==> config.mk <==
export PLATFORM = sky130hd
export DESIGN_NAME = buzzer_arbiter
export DESIGN_NICKNAME = d
export VERILOG_FILES = /design/src/rtl/buzzer_arbiter.sv
export SDC_FILE = /design/constraint.sdc
export NUM_CORES = 1
export LEC_CHECK = 0
export CORE_MARGIN = 2
export CORE_UTILIZATION = 55
export CTS_CLUSTER_DIAMETER = 100
export DETAILED_ROUTE_END_ITERATION = 6
export GPL_TIMING_DRIVEN = 0
export PLACE_DENSITY = 0.74
export SLEW_MARGIN = 20
export SYNTH_ARGS = -nofsm -noshare
export SYNTH_HDL_FRONTEND = slang
export SYNTH_SLANG_ARGS = --single-unit
export TNS_END_PERCENT = 50
==> constraint.sdc <==
create_clock -name CLK -period 2.9 [get_ports CLK]
set_input_delay 0.435 -clock CLK [delete_from_list [all_inputs] [get_ports CLK]]
set_output_delay 0.435 -clock CLK [all_outputs]
set_load 0.02 [all_outputs]
==> src/rtl/buzzer_arbiter.sv <==
// rtl/buzzer_arbiter.sv - fixed-priority, non-preemptive arbiter sharing one buzzer pin between three beep patterns
module buzzer_arbiter #(
    parameter logic [15:0] T1MS     = 16'd49_999,
    parameter logic [9:0]  SHORT_MS = 10'd100,
    parameter logic [9:0]  LONG_MS  = 10'd300,
    parameter logic [9:0]  GAP_MS   = 10'd50
) (
    input  logic       CLK,
    input  logic       RSTn,
    input  logic [2:0] Req,
    output logic [2:0] Req_Ack,
    output logic       Busy,
    output logic       Done,
    output logic       Pin_Out
);

    typedef enum logic [2:0] {
        S_IDLE  = 3'd0,
        S_GRANT = 3'd1,
        S_ON    = 3'd2,
        S_OFF   = 3'd3,
        S_DONE  = 3'd4
    } state_t;

    state_t      state_q, state_d;
    logic [2:0]  pend_q, pend_d;
    logic [1:0]  idx_q, idx_d;
    logic [1:0]  beeps_q, beeps_d;
    logic [9:0]  on_ms_q, on_ms_d;
    logic [15:0] cnt1_q, cnt1_d;
    logic [9:0]  cnt_ms_q, cnt_ms_d;
    logic [2:0]  ack_q, ack_d;
    logic        busy_q, busy_d;
    logic        done_q, done_d;
    logic        pin_q, pin_d;
    logic [2:0]  grant_mask;

    always_comb begin
        state_d = state_q;
        idx_d   = idx_q;
        beeps_d = beeps_q;
        on_ms_d = on_ms_q;
        case (state_q)
            S_IDLE: begin
                if (pend_q != 3'b000) begin
                    state_d = S_GRANT;
                    if (pend_q[2])      idx_d = 2'd2;
                    else if (pend_q[1]) idx_d = 2'd1;
                    else                idx_d = 2'd0;
                end
            end
            S_GRANT: begin
                beeps_d = (idx_q == 2'd2) ? 2'd3 : ((idx_q == 2'd1) ? 2'd2 : 2'd1);
                on_ms_d = (idx_q == 2'd2) ? LONG_MS : SHORT_MS;
                state_d = S_ON;
            end
            S_ON: begin
                if (cnt_ms_q == on_ms_q) begin
                    beeps_d = beeps_q - 2'd1;
                    state_d = S_OFF;
                end
            end
            S_OFF: begin
                if (cnt_ms_q == GAP_MS) begin
                    state_d = (beeps_q != 2'd0) ? S_ON : S_DONE;
                end
            end
            S_DONE:  state_d = S_IDLE;
            default: state_d = S_IDLE;
        endcase
    end

    // Clear of the granted bit overrides a Req level arriving in the same cycle
    always_comb begin
        grant_mask = 3'b001 << idx_q;
        pend_d     = pend_q | Req;
        if (state_q == S_GRANT) begin
            pend_d = pend_d & ~grant_mask;
        end
    end

    // Prescaler and ms counter restart on every ON<->OFF change and idle outside the beep states
    always_comb begin
        cnt1_d   = 16'd0;
        cnt_ms_d = 10'd0;
        if ((state_q == S_ON || state_q == S_OFF) && state_d == state_q) begin
            if (cnt1_q == T1MS) begin
                cnt1_d   = 16'd0;
                cnt_ms_d = cnt_ms_q + 10'd1;
            end else begin
                cnt1_d   = cnt1_q + 16'd1;
                cnt_ms_d = cnt_ms_q;
            end
        end
    end

    always_comb begin
        ack_d  = (state_d == S_GRANT) ? (3'b001 << idx_d) : 3'b000;
        busy_d = (state_d != S_IDLE);
        done_d = (state_d == S_DONE);
        pin_d  = (state_d == S_ON);
    end

    always_ff @(posedge CLK or negedge RSTn) begin
        if (!RSTn) begin
            state_q  <= S_IDLE;
            pend_q   <= 3'b000;
            idx_q    <= 2'd0;
            beeps_q  <= 2'd0;
            on_ms_q  <= 10'd0;
            cnt1_q   <= 16'd0;
            cnt_ms_q <= 10'd0;
            ack_q    <= 3'b000;
            busy_q   <= 1'b0;
            done_q   <= 1'b0;
            pin_q    <= 1'b0;
        end else begin
            state_q  <= state_d;
            pend_q   <= pend_d;
            idx_q    <= idx_d;
            beeps_q  <= beeps_d;
            on_ms_q  <= on_ms_d;
            cnt1_q   <= cnt1_d;
            cnt_ms_q <= cnt_ms_d;
            ack_q    <= ack_d;
            busy_q   <= busy_d;
            done_q   <= done_d;
            pin_q    <= pin_d;
        end
    end

    assign Req_Ack = ack_q;
    assign Busy    = busy_q;
    assign Done    = done_q;
    assign Pin_Out = pin_q;

endmodule

# Word level (Yosys, flattened, before mapping)
# Index checks and enable logic that the tools add are counted.
[word_totals]
reg_bits = 52
output_inout_bits = 6
in_bits = 5
word_cells = 61
[classes]
n_reduce_logical = 8
bitwise = 3
n_shift = 2
eq_ne = 14
addsub = 3
n_mux = 20
[op_table]
columns = ["operator", "count"]
rows = [
  ["$mux W16", 2],
  ["$mux W10", 2],
  ["$mux W3", 6],
  ["$add A16 B1 Y16 const B", 1],
  ["$eq A16 B16 Y1 const B", 1],
  ["$mux W2", 6],
  ["$pmux W3 S4", 1],
  ["$add A10 B1 Y10 const B", 1],
  ["$eq A10 B10 Y1", 1],
  ["$eq A10 B6 Y1 const B", 1],
  ["$eq A3 B2 Y1 const B", 3],
  ["$mux W9", 1],
  ["$eq A3 B1 Y1 const B", 2],
  ["$reduce_bool A3 Y1", 2],
  ["$shl A1 B2 Y3 const A", 2],
  ["$pmux W2 S2", 1],
  ["$reduce_bool A2 Y1", 2],
  ["$and A3 B3 Y3", 1],
  ["$eq A3 B3 Y1", 1],
  ["$eq A3 B3 Y1 const B", 1],
  ["$logic_not A3 Y1", 1],
  ["$not A3 Y3", 1],
  ["$or A3 B3 Y3", 1],
  ["$eq A2 B1 Y1 const B", 1],
  ["other kinds (8)", 8],
]

# Logic depth before layout (Yosys ltp)
[depth]
word_depth = 7
depth_mapped = 8
depth_no_buf = 7

# Least setup slack after synthesis
# OpenSTA, ideal clock, no wires.
[synth_timing]
kind = "flip-flop to flip-flop"
start = "reg cnt_ms_q[0]"
end = "reg cnt1_q[14]"
period_less_slack_ns = 2.157
required_time_ns = 2.764
n_path_buf = 1
path_slack_ns = 0.743
setup_time_ns = 0.136
t_arrival_ns = 2.021
stages_incl_launch_ff = 9
cell_sequence = "dfrtp_1 inv_1 ha_1 nor4b_1 o211ai_1 or2_2 a31oi_1 clkbuf_1 nor3_1"
[synth_between]
elab_chain_len = 6
word_cells_on_any_way = 8
classes_between = "eq/ne: 3; mux: 4; reduce/logical: 1"
[synth_lines]
columns = ["element", "line", "rtl"]
rows = [
  ["start: declaration", "31", "logic [9:0] cnt_ms_q, cnt_ms_d;"],
  ["start signal: assignment", "124", "cnt_ms_q <= cnt_ms_d;"],
  ["$eq A10 B6 Y1 / $eq A10 B10 Y1 (equally long branches)", "64, 58", ""],
  ["$mux W3 (on tied branches)", "64, 58", ""],
  ["$pmux W3 S4 (*)", "43", "case (state_q)"],
  ["$eq A3 B3 Y1 (*)", "86", "if ((state_q == S_ON || state_q == S_OFF) && state_d == state_q) begin"],
  ["$logic_and A1 B1 Y1 (*)", "86", ""],
  ["$mux W16 (*)", "86", ""],
  ["named net cnt1_d[14]", "30", "logic [15:0] cnt1_q, cnt1_d;"],
  ["end signal: assignment", "123", "cnt1_q <= cnt1_d;"],
  ["end: declaration", "30", ""],
]
# Mark *: on every way through the listed nets, which the timed path passes. The rest lies on a longest branch.
# A chain may end at the register's enable or synchronous reset.

# Worst setup path in the final report
[layout_timing]
start = "reg cnt_ms_q[0]"
end = "reg cnt1_q[11]"
# The elaborated chain is that of the path after synthesis.

==> run_results.csv <==
group,metric,value,unit
sta,hold_viol_final,0,
clocking,cts.clk_slew.worst_paths,0.08,ns
worst_setup_path,worst_path_largest_cell_delay,0.45,ns
floorplanning,die_w,66.4,µm
pwr,p_per_area,630,nW/µm²
sta,skew,0.00767,ns
worst_setup_path,critPathCaptureType,"flop",
placement,pre_cts_ws,0.176,ns
synth,syn-instance-count,209,
layout,design_area,2440,µm²
layout,drive_gt1_share,7.02,%
synth,syn_nets,222,
sta,fin_ws,0.365,ns
global_routing,overflow,0,
global_routing,antenna_found_initial,0,
sta,fin_tns_setup,0,ns
clocking,hold_buffers,0,
synth,ys_ff_latch,45,
pwr,vdd_drop_max,0.353,mV
synth,syn_area,2140,µm²
clocking,cts_tree,"done",
global_routing,grt_pass1_wl,7200,µm
clocking,root_buffer,"clkbuf_8",
worst_setup_path,r2r_slack,0.37,ns
floorplanning,dieArea,4400,µm²
synth,yosysWarnings,0,
floorplanning,die_h,66.4,µm
status,run_status,"finished clean",
worst_setup_path,slowest_stage,"clkbuf_1",
sta,max_freq,0.395,GHz
global_routing,grt_max_degree,31,
floorplanning,initial_utilization,58.0,%
worst_setup_path,worstPathRequired,3.07,ns
detailed_routing,vias,1561,
sta,fin_crit_sh,87.4,%
worst_setup_path,crit_fanout,10,
flow_run,cap_viol_max_count,0,
detailed_routing,post_drt_wl_per_cell,14.2,µm
clocking,cts_resized,0,
placement,portBuffers,10,
floorplanning,rows,22,
placement,gp_congestion,0.830,
detailed_routing,routed_wl,3930,µm
detailed_routing,avgViaCountPerCell,5.66,
clocking,clockBufferDepth,2,
detailed_routing,ant_nets,0,
layout,area_growth,14.1,%
worst_setup_path,cp-start-kind,"flop",
pwr,p_leak,1.08,nW
detailed_routing,drcViolationCount,0,
clocking,ctsHtreeMaxLevel,2,
worst_setup_path,path_cells,"inv_1 > ha_1 > nor4b_1 > o211ai_1 > or2_2 > a31oi_2 > clkbuf_1 > nor2_1",
worst_setup_path,arrival,2.71,ns
layout,fin_util,66.2,%
clocking,clkLatencyLatePin,0.30,ns
clocking,cts_sinks,45,
sta,drv_slew,0,
sta,worstMarginPinSlew,1.08,ns
synth,yosysUniqueCellTypes,38,
sta,whs,0.0406,ns
placement,dpl_cell_area,2310,µm²
worst_setup_path,crit_type,"flop to flop",
clocking,post-cts-setup-buffer-count,0,
sta,finalSetupViolations,0,
sta,fin_crit,2.53,ns
floorplanning,fp.coreArea,3690,µm²
sta,max_slew_margin,28.1,%
placement,dp_hpwl,2850,µm
floorplanning,io_pins,11,
layout,n_antenna_cell,0,
layout,fin_nets,240,
min_path,worstHoldPathType,"input port to async pin",
synth,synth_seq_area_share,52.6,%
global_routing,globalRouteTotalUtil,21.6,%
synth,avgSynthCellArea,10.2,µm²
sta,rsz0062_at_grt,"no",
detailed_routing,dr.pass1.iters,4,
clocking,cts-buffers-inserted,5,
global_routing,grt_pass1_vias,1608,
detailed_routing,drt_iter0_drc,84,
per-stage QoR:
| stage | instances | power (W) |
|---|---|---|
| 2_1_floorplan | 209 | 0.000944 |
| 3_3_place_gp | 267 | 0.00102 |
| 3_5_place_dp | 268 | 0.00105 |
| 4_1_cts | 276 | 0.00154 |
| 5_1_grt | 276 | 0.00163 |
| 6_report | 276 | 0.00154 |
where the power goes:
part / internal [W] / switching [W]
clock: 0.000280 / 0.000213
combinational: 0.000116 / 0.000181
sequential: 0.000692 / 0.0000559
total: 0.00109 / 0.000450
flip-flops by register name, indices dropped and copies added (netlist names):
name	count
cnt1_q	16
cnt_ms_q	10
Req_Ack	3
on_ms_q	3
pend_q	3
state_q	3
beeps_q	2
idx_q	2
Busy	1
Done	1
Pin_Out	1
kinds of logic (layout without fill, tap and decap cells):
group                      count (synthesis)  count (layout)  share of synthesized area, %
AOI/OAI and AO/OA                         19              19                          5.73
xor gates and xnor gates                  22              22                          9.01
DFF                                       45              45                          52.6
adders and majority gates                  8               8                          4.68
muxes                                      2               2                         0.994
buffers and inverters                     12              31                          2.11
and+or+nand+nor                          101             101                          24.9
cell usage after synthesis:
master     instances  area share (%)
or4b_1             1            0.47
nand3_1            7             1.6
or4_1              1            0.35
mux2_2             1            0.53
and2_1             2            0.58
nor3_1            16             3.7
a21oi_1            8             1.9
nor2b_1            1            0.29
and4_1             1            0.41
nor2_1            30             5.3
o31ai_1            1            0.35
or2_2              2            0.58
o21bai_1           1            0.35
o211ai_1           1            0.35
o21a_1             1            0.35
clkbuf_1           5            0.88
nor4b_1            2            0.82
or3_1              3            0.88
o21ai_0            1            0.23
mux2i_1            1            0.47
inv_1              7             1.2
a21o_1             1            0.35
a2bb2oi_1          1            0.41
xor2_1            14             5.7
o21ba_1            1            0.47
nor4_4             1            0.99
a22o_1             1            0.41
nor4_1             1            0.29
nand3_2            1            0.47
xnor2_1            8             3.3
nand2_1           13             2.3
nor3b_1            4             1.4
nand4_1            7             2.0
o22ai_1            1            0.29
and3_1             8             2.3
ha_1               8             4.7
dfrtp_1           45              53
a31oi_1            1            0.29
final cells by class:
cell class	count	area (µm²)
sequential	45	1130
inverter	7	26.3
fill	297	1250
multi-input combinational	152	975
clock inverter	2	37.5
buffer	5	18.8
tap	48	60.1
clock buffer	6	82.6
timing repair buffer	11	115
critical path, delay by kind of cell, from the launching register on:
family          cells  cell delay [ns]
buf+inv             2             0.54
flops               1             0.42
simple gates        3             0.69
fa+ha+maj           1             0.15
compound gates      2             0.61
routing by layer:
layer | part of all wire [%] | GRT usage (%)
met1 | 47 | 28.1
met2 | 48 | 34.9
met3 | 3.3 | 5.79
met4 | 1.3 | 7.40
met5 | 0 | 0
layout by cell type (no fill, tap or decap), types with 2 or more instances in the layout:
| master | n |
|---|---|
| nand3_1 | 7 |
| clkdlybuf4s50_1 | 9 |
| xnor2_1 | 8 |
| clkbuf_8 | 6 |
| a21oi_1 | 8 |
| and3_1 | 8 |
| or3_1 | 3 |
| nor4b_1 | 2 |
| inv_1 | 7 |
| clkbuf_1 | 5 |
| and2_1 | 2 |
| nand2_1 | 13 |
| nor3_1 | 16 |
| dfrtp_1 | 45 |
| nor3b_1 | 4 |
| nand4_1 | 7 |
| nor2_1 | 30 |
| xor2_1 | 14 |
| or2_2 | 2 |
| ha_1 | 8 |
final timing paths:
check / start / to / cells past startpoint
setup / recovery: cnt_ms_q[0] / cnt1_q[11] / 8
hold / removal: RSTn / pend_q[0] / 1
setup reg to reg: cnt_ms_q[0] / cnt1_q[11] / 8
hold reg to reg: cnt1_q[0] / cnt1_q[0] / 1
max in group asynchronous: RSTn / cnt_ms_q[1] / 2
min in group CLK: cnt1_q[0] / cnt1_q[0] / 1
No activity file was read; power rests on OpenSTA's default activity.
==> RTL change 1: new RTL, config.mk and constraints unchanged <==
Encoding of `state_t`: now one-hot (5 bits for 5 states).
--- a/src/rtl/buzzer_arbiter.sv
+++ b/src/rtl/buzzer_arbiter.sv
@@ -14,12 +14,12 @@
     output logic       Pin_Out
 );
 
-    typedef enum logic [2:0] {
-        S_IDLE  = 3'd0,
-        S_GRANT = 3'd1,
-        S_ON    = 3'd2,
-        S_OFF   = 3'd3,
-        S_DONE  = 3'd4
+    typedef enum logic [4:0] {
+        S_IDLE  = 5'b00001,
+        S_GRANT = 5'b00010,
+        S_ON    = 5'b00100,
+        S_OFF   = 5'b01000,
+        S_DONE  = 5'b10000
     } state_t;
 
     state_t      state_q, state_d;
Function: same outputs for any inputs over 10 cycles, from zero or initial values and one cycle with RSTn low; not proved beyond that.
==> RTL change 1 against the unedited design <==
  * Sequential cell count is 2 higher
  * Via count increased by 4.0%
  * Clock skew is 0.0061 ns higher
  * Setup slack better by 0.028 ns
  * Final area grew 5.3%
  * Synthesized cell count rose by 6.7%
  * Fmax grew 1.1%
  * Critical endpoint is now cnt1_q[9]
  * Routed wire length up 8.4%
  * Utilization is 2.4 points lower
  * Area after synthesis is 8.1% higher
  * Total power up 4.4%
  * Combinational power grew 37%
  * Sequential power rose by 9.8%
==> RTL change 1: results (changes against the unedited design) <==
Status - completed (unchanged)
Largest regs - cnt1_q (16), cnt_ms_q (10), state_q (5) (was cnt1_q (16), cnt_ms_q (10))
Vias in the first global route - 1529 (was 1608)
Final Hold Slack - 0.03381 ns (was 0.04060 ns)
Top cells by area, synth - dfrtp_1 50%, xnor2_1 5.7%, ha_1 4.3%, xor2_1 3.4%, nor2_1 3.1% (was dfrtp_1 53%, xor2_1 5.7%, nor2_1 5.3%, ha_1 4.7%, nor3_1 3.7%)
Final Instance Count excl. Fillers - 292 (was 276)
Per-cell routed wire length - 14.58 um (was 14.23 um)
Share of layout cells above drive strength 1 - 11.98% (was 7.018%)
Met3 routed WL - 115 um (was 131 um)
Routability cong. - 0.8130 (was 0.8296)
Syn nets - 236 (was 222)
Worst Clk Skew - 0.01373 ns (was 0.007668 ns)
Met1 WL - 2030 um (was 1865 um)
DP Worst Slack - 0.3911 ns (was 0.1757 ns)
Pin count of the biggest net entering global routing - 34 (was 31)
Register area share after synthesis - 50.92% (was 52.63%)
First-pass GRT wire length - 7120 um (was 7196 um)
Lkg Pwr - 0.001112 uW (was 0.001080 uW)
Placed Area - 2490 um^2 (was 2315 um^2)
First DRT Iteration DRCs - 90 (was 84)
Met2 WL - 2059 um (was 1878 um)
Max Fclk - 398.9 MHz (was 394.5 MHz)
Mapped Cells - 223 (was 209)
Fillers - 340 (was 297)
IR drop worst, VDD - 0.4697 mV (was 0.3533 mV)
Actual slew at the worst max-slew pin - 0.8531 ns (was 1.076 ns)
Gr usage total - 20.62% (was 21.61%)
-- RTL change 1: report_power, final --
| group | switching (uW) | internal (uW) |
|---|---|---|
| clock network | 210 | 169 |
| registers | 64.9 | 756 |
| logic | 226 | 180 |
-- RTL change 1: path summary, 6_finish.rpt --
check | endpoint | startpoint
min in group CLK | cnt1_q[0] | cnt1_q[0]
setup reg to reg | cnt1_q[9] | cnt_ms_q[0]
setup / recovery | cnt1_q[9] | cnt_ms_q[0]
hold / removal | cnt_ms_q[5] | RSTn
hold reg to reg | cnt1_q[0] | cnt1_q[0]
max in group asynchronous | cnt1_q[9] | RSTn
-- RTL change 1: layer usage --
| layer | track usage [%] | vias to the layer above |
|---|---|---|
| met1 | 27.92 | 805 |
| met3 | 5.195 | 5 |
| met5 | 0 | - |
| met4 | 6.127 | 0 |
| met2 | 32.81 | 14 |
| li1 | - | 800 |
-- RTL change 1: cell families (layout without fill, tap and decap cells) --
family	Yosys count	in the layout	synth area share [%]
DFF	47	47	50.92
and+or+nand+nor	107	107	26.52
AOI/OAI and AO/OA	17	17	5.195
buffers and inverters	20	39	3.950
adders and majority gates	8	8	4.329
xor gates and xnor gates	24	24	9.091
-- RTL change 1: final cells by class --
| class | count | area, um^2 | share of cell area (%) |
|---|---|---|---|
| sequential | 47 | 1177 | 45.79 |
| multi-input combinational | 156 | 1044 | 40.58 |
| timing repair buffer | 11 | 115.1 | 4.477 |
| clock buffer | 7 | 76.32 | 2.968 |
| tap | 50 | 62.56 | 2.433 |
| inverter | 13 | 48.80 | 1.898 |
| buffer | 7 | 42.54 | 1.654 |
| clock inverter | 1 | 5.005 | 0.1946 |
-- RTL change 1: per-stage QoR --
step	power [uW]	util, %
final	1606	63.82
after global placement	1223	61.43
after CTS	1625	63.82
after floorplan	1091	-
after global routing	1718	63.82
after detailed placement	1242	61.80
-- RTL change 1: worst max-delay path, cell delays in order (launching register included) --
cell	delay [ns]
dfrtp_1	0.43
inv_1	0.11
ha_1	0.14
or4b_2	0.58
nor3_1	0.14
nand4b_1	0.23
a21oi_2	0.42
buf_4	0.27
nor3_1	0.08
==> RTL change 2: new RTL, config.mk and constraints unchanged <==
Made on the original files. Change the parameter `LONG_MS` from 10'd300 to 10'd256.
--- a/src/rtl/buzzer_arbiter.sv
+++ b/src/rtl/buzzer_arbiter.sv
@@ -2,7 +2,7 @@
 module buzzer_arbiter #(
     parameter logic [15:0] T1MS     = 16'd49_999,
     parameter logic [9:0]  SHORT_MS = 10'd100,
-    parameter logic [9:0]  LONG_MS  = 10'd300,
+    parameter logic [9:0]  LONG_MS  = 10'd256,
     parameter logic [9:0]  GAP_MS   = 10'd50
 ) (
     input  logic       CLK,
Check against the original RTL: no difference found for any inputs over 10 cycles, from zero or initial values and one cycle with RSTn low; that may be too few to reach the edited logic, so the function may still have changed.
==> RTL change 2 against the unedited design <==
  * Area after synthesis increased by 5.8%
  * Final area increased by 5.3%
  * Cell count increased by 4.0%
  * Highest routed layer unchanged
  * Routed wire length increased by 4.0%
  * Critical path type unchanged
  * Total power increased by 5.8%
  * Clock power increased by 9.3%
  * Setup slack improved by 0.23 ns
  * Sequential cell count decreased by 1
==> RTL change 2: results (changes against the unedited design) <==
Flop-to-flop setup slack - 0.59 ns (was 0.37 ns)
Dpl cells - 280 (was 268)
Met3 Use GR - 4.441% (was 5.792%)
Fillers - 325 (was 297)
Register area share after synthesis - 48.62% (was 52.63%)
Cell family with most CP delay - simple AND/OR/NAND/NOR gates (unchanged)
Final Instance Count excl. Fillers - 287 (was 276)
Worst R2R Start - cnt1_q[0] (was cnt_ms_q[0])
CTS max path bufs - 2 (unchanged)
Via Count - 1661 (was 1561)
Synth async-reset ratio - 100.0% (unchanged)
Met1 WL - 1911 um (was 1865 um)
CP Buf/Inv Count - 2 (unchanged)
Distinct cells, synth - 42 (was 38)
Placed Area - 2442 um^2 (was 2315 um^2)
Met2 WL - 1981 um (was 1878 um)
Dpl hpwl - 2983 um (was 2848 um)
Max reg flops - 16 (unchanged)
Final wirelength - 4086 um (was 3928 um)
WP data arrival - 2.51 ns (was 2.71 ns)
IR drop worst, VDD - 0.4838 mV (was 0.3533 mV)
Crit. End Element - flop (unchanged)
Top sig layer - met4 (unchanged)
Met3 routed WL - 179 um (was 131 um)
Clk Latency, worst-skew pair - 0.30 ns (about the same)
GR Util met2 - 31.67% (was 34.88%)
Startpoint Class - flop (unchanged)
Pin count of the biggest net entering global routing - 30 (was 31)
DP Worst Slack - 0.5958 ns (was 0.1757 ns)
Final Hold Slack - 0.04693 ns (was 0.04060 ns)
First DRT Iteration DRCs - 187 (was 84)
Routability cong. - 0.7945 (was 0.8296)
H-tree levels - 2 (unchanged)
Top cells by area, synth - dfrtp_1 49%, xor2_1 4.6%, ha_1 4.4%, nand4_1 3.0%, nor2_1 3.0% (was dfrtp_1 53%, xor2_1 5.7%, nor2_1 5.3%, ha_1 4.7%, nor3_1 3.7%)
Share of layout cells above drive strength 1 - 7.595% (was 7.018%)
Area grow syn2layout - 13.54% (was 14.09%)
Largest regs - cnt1_q (16), cnt_ms_q (10) (unchanged)
FF-to-FF End - cnt_ms_q[9] (was cnt1_q[11])
Gr usage total - 20.04% (was 21.61%)
N_diodes - 0 (unchanged)
Vias in the first global route - 1433 (was 1608)
Post-CTS Setup Repair Bufs - 0 (unchanged)
Status - completed (unchanged)
1st-pass router iterations - 4 (unchanged)
R2R depth - 7 (was 8)
CTS buffer count - 5 (unchanged)
First-pass GRT wire length - 6844 um (was 7196 um)
Syn nets - 232 (was 222)
Lkg Pwr - 0.001090 uW (was 0.001080 uW)
Slowest CP cell - or4_1 (was clkbuf_1)
PortBufs - 10 (unchanged)
Final layout net count - 250 (was 240)
Worst Clk Skew - 0.01234 ns (was 0.007668 ns)
Max Fclk - 433.7 MHz (was 394.5 MHz)
Mapped Cells - 219 (was 209)
Global-route track usage on met1 - 27.29% (was 28.06%)
CP max stage delay - 0.53 ns (was 0.45 ns)
Actual slew at the worst max-slew pin - 0.6798 ns (was 1.076 ns)
Most frequent cells after synthesis - 44 x dfrtp_1, 18 x nor2_1, 13 x a21oi_1, 13 x nor3_1, 12 x xor2_1 (was 45 x dfrtp_1, 30 x nor2_1, 16 x nor3_1, 14 x xor2_1, 13 x nand2_1)
RTL change 2: cell type report:
cell class,count,share of cell area [%]
Multi-Input combinational cell,156,41.02
Buffer,11,3.066
Tap cell,50,2.433
Inverter,8,1.168
Clock buffer,5,2.676
Sequential cell,44,42.82
Clock inverter,2,2.336
Timing Repair Buffer,11,4.477
RTL change 2: logic make-up (layout without fill, tap and decap cells):
| logic type | count (synthesis) | after routing | share of synthesized area, % |
|---|---|---|---|
| flip-flops | 44 | 44 | 48.62 |
| XOR/XNOR | 15 | 15 | 5.801 |
| adder cells (fa/ha/maj) | 8 | 8 | 4.420 |
| multiplexers | 1 | 1 | 0.4972 |
| AND/OR/NAND/NOR | 97 | 97 | 25.03 |
| AO/OA/AOI/OAI | 35 | 35 | 10.83 |
| buffers and inverters | 19 | 37 | 4.807 |
RTL change 2: power by group:
group	internal, uW	switching, uW
registers	696	74.0
logic	154	165
clock network	339	200
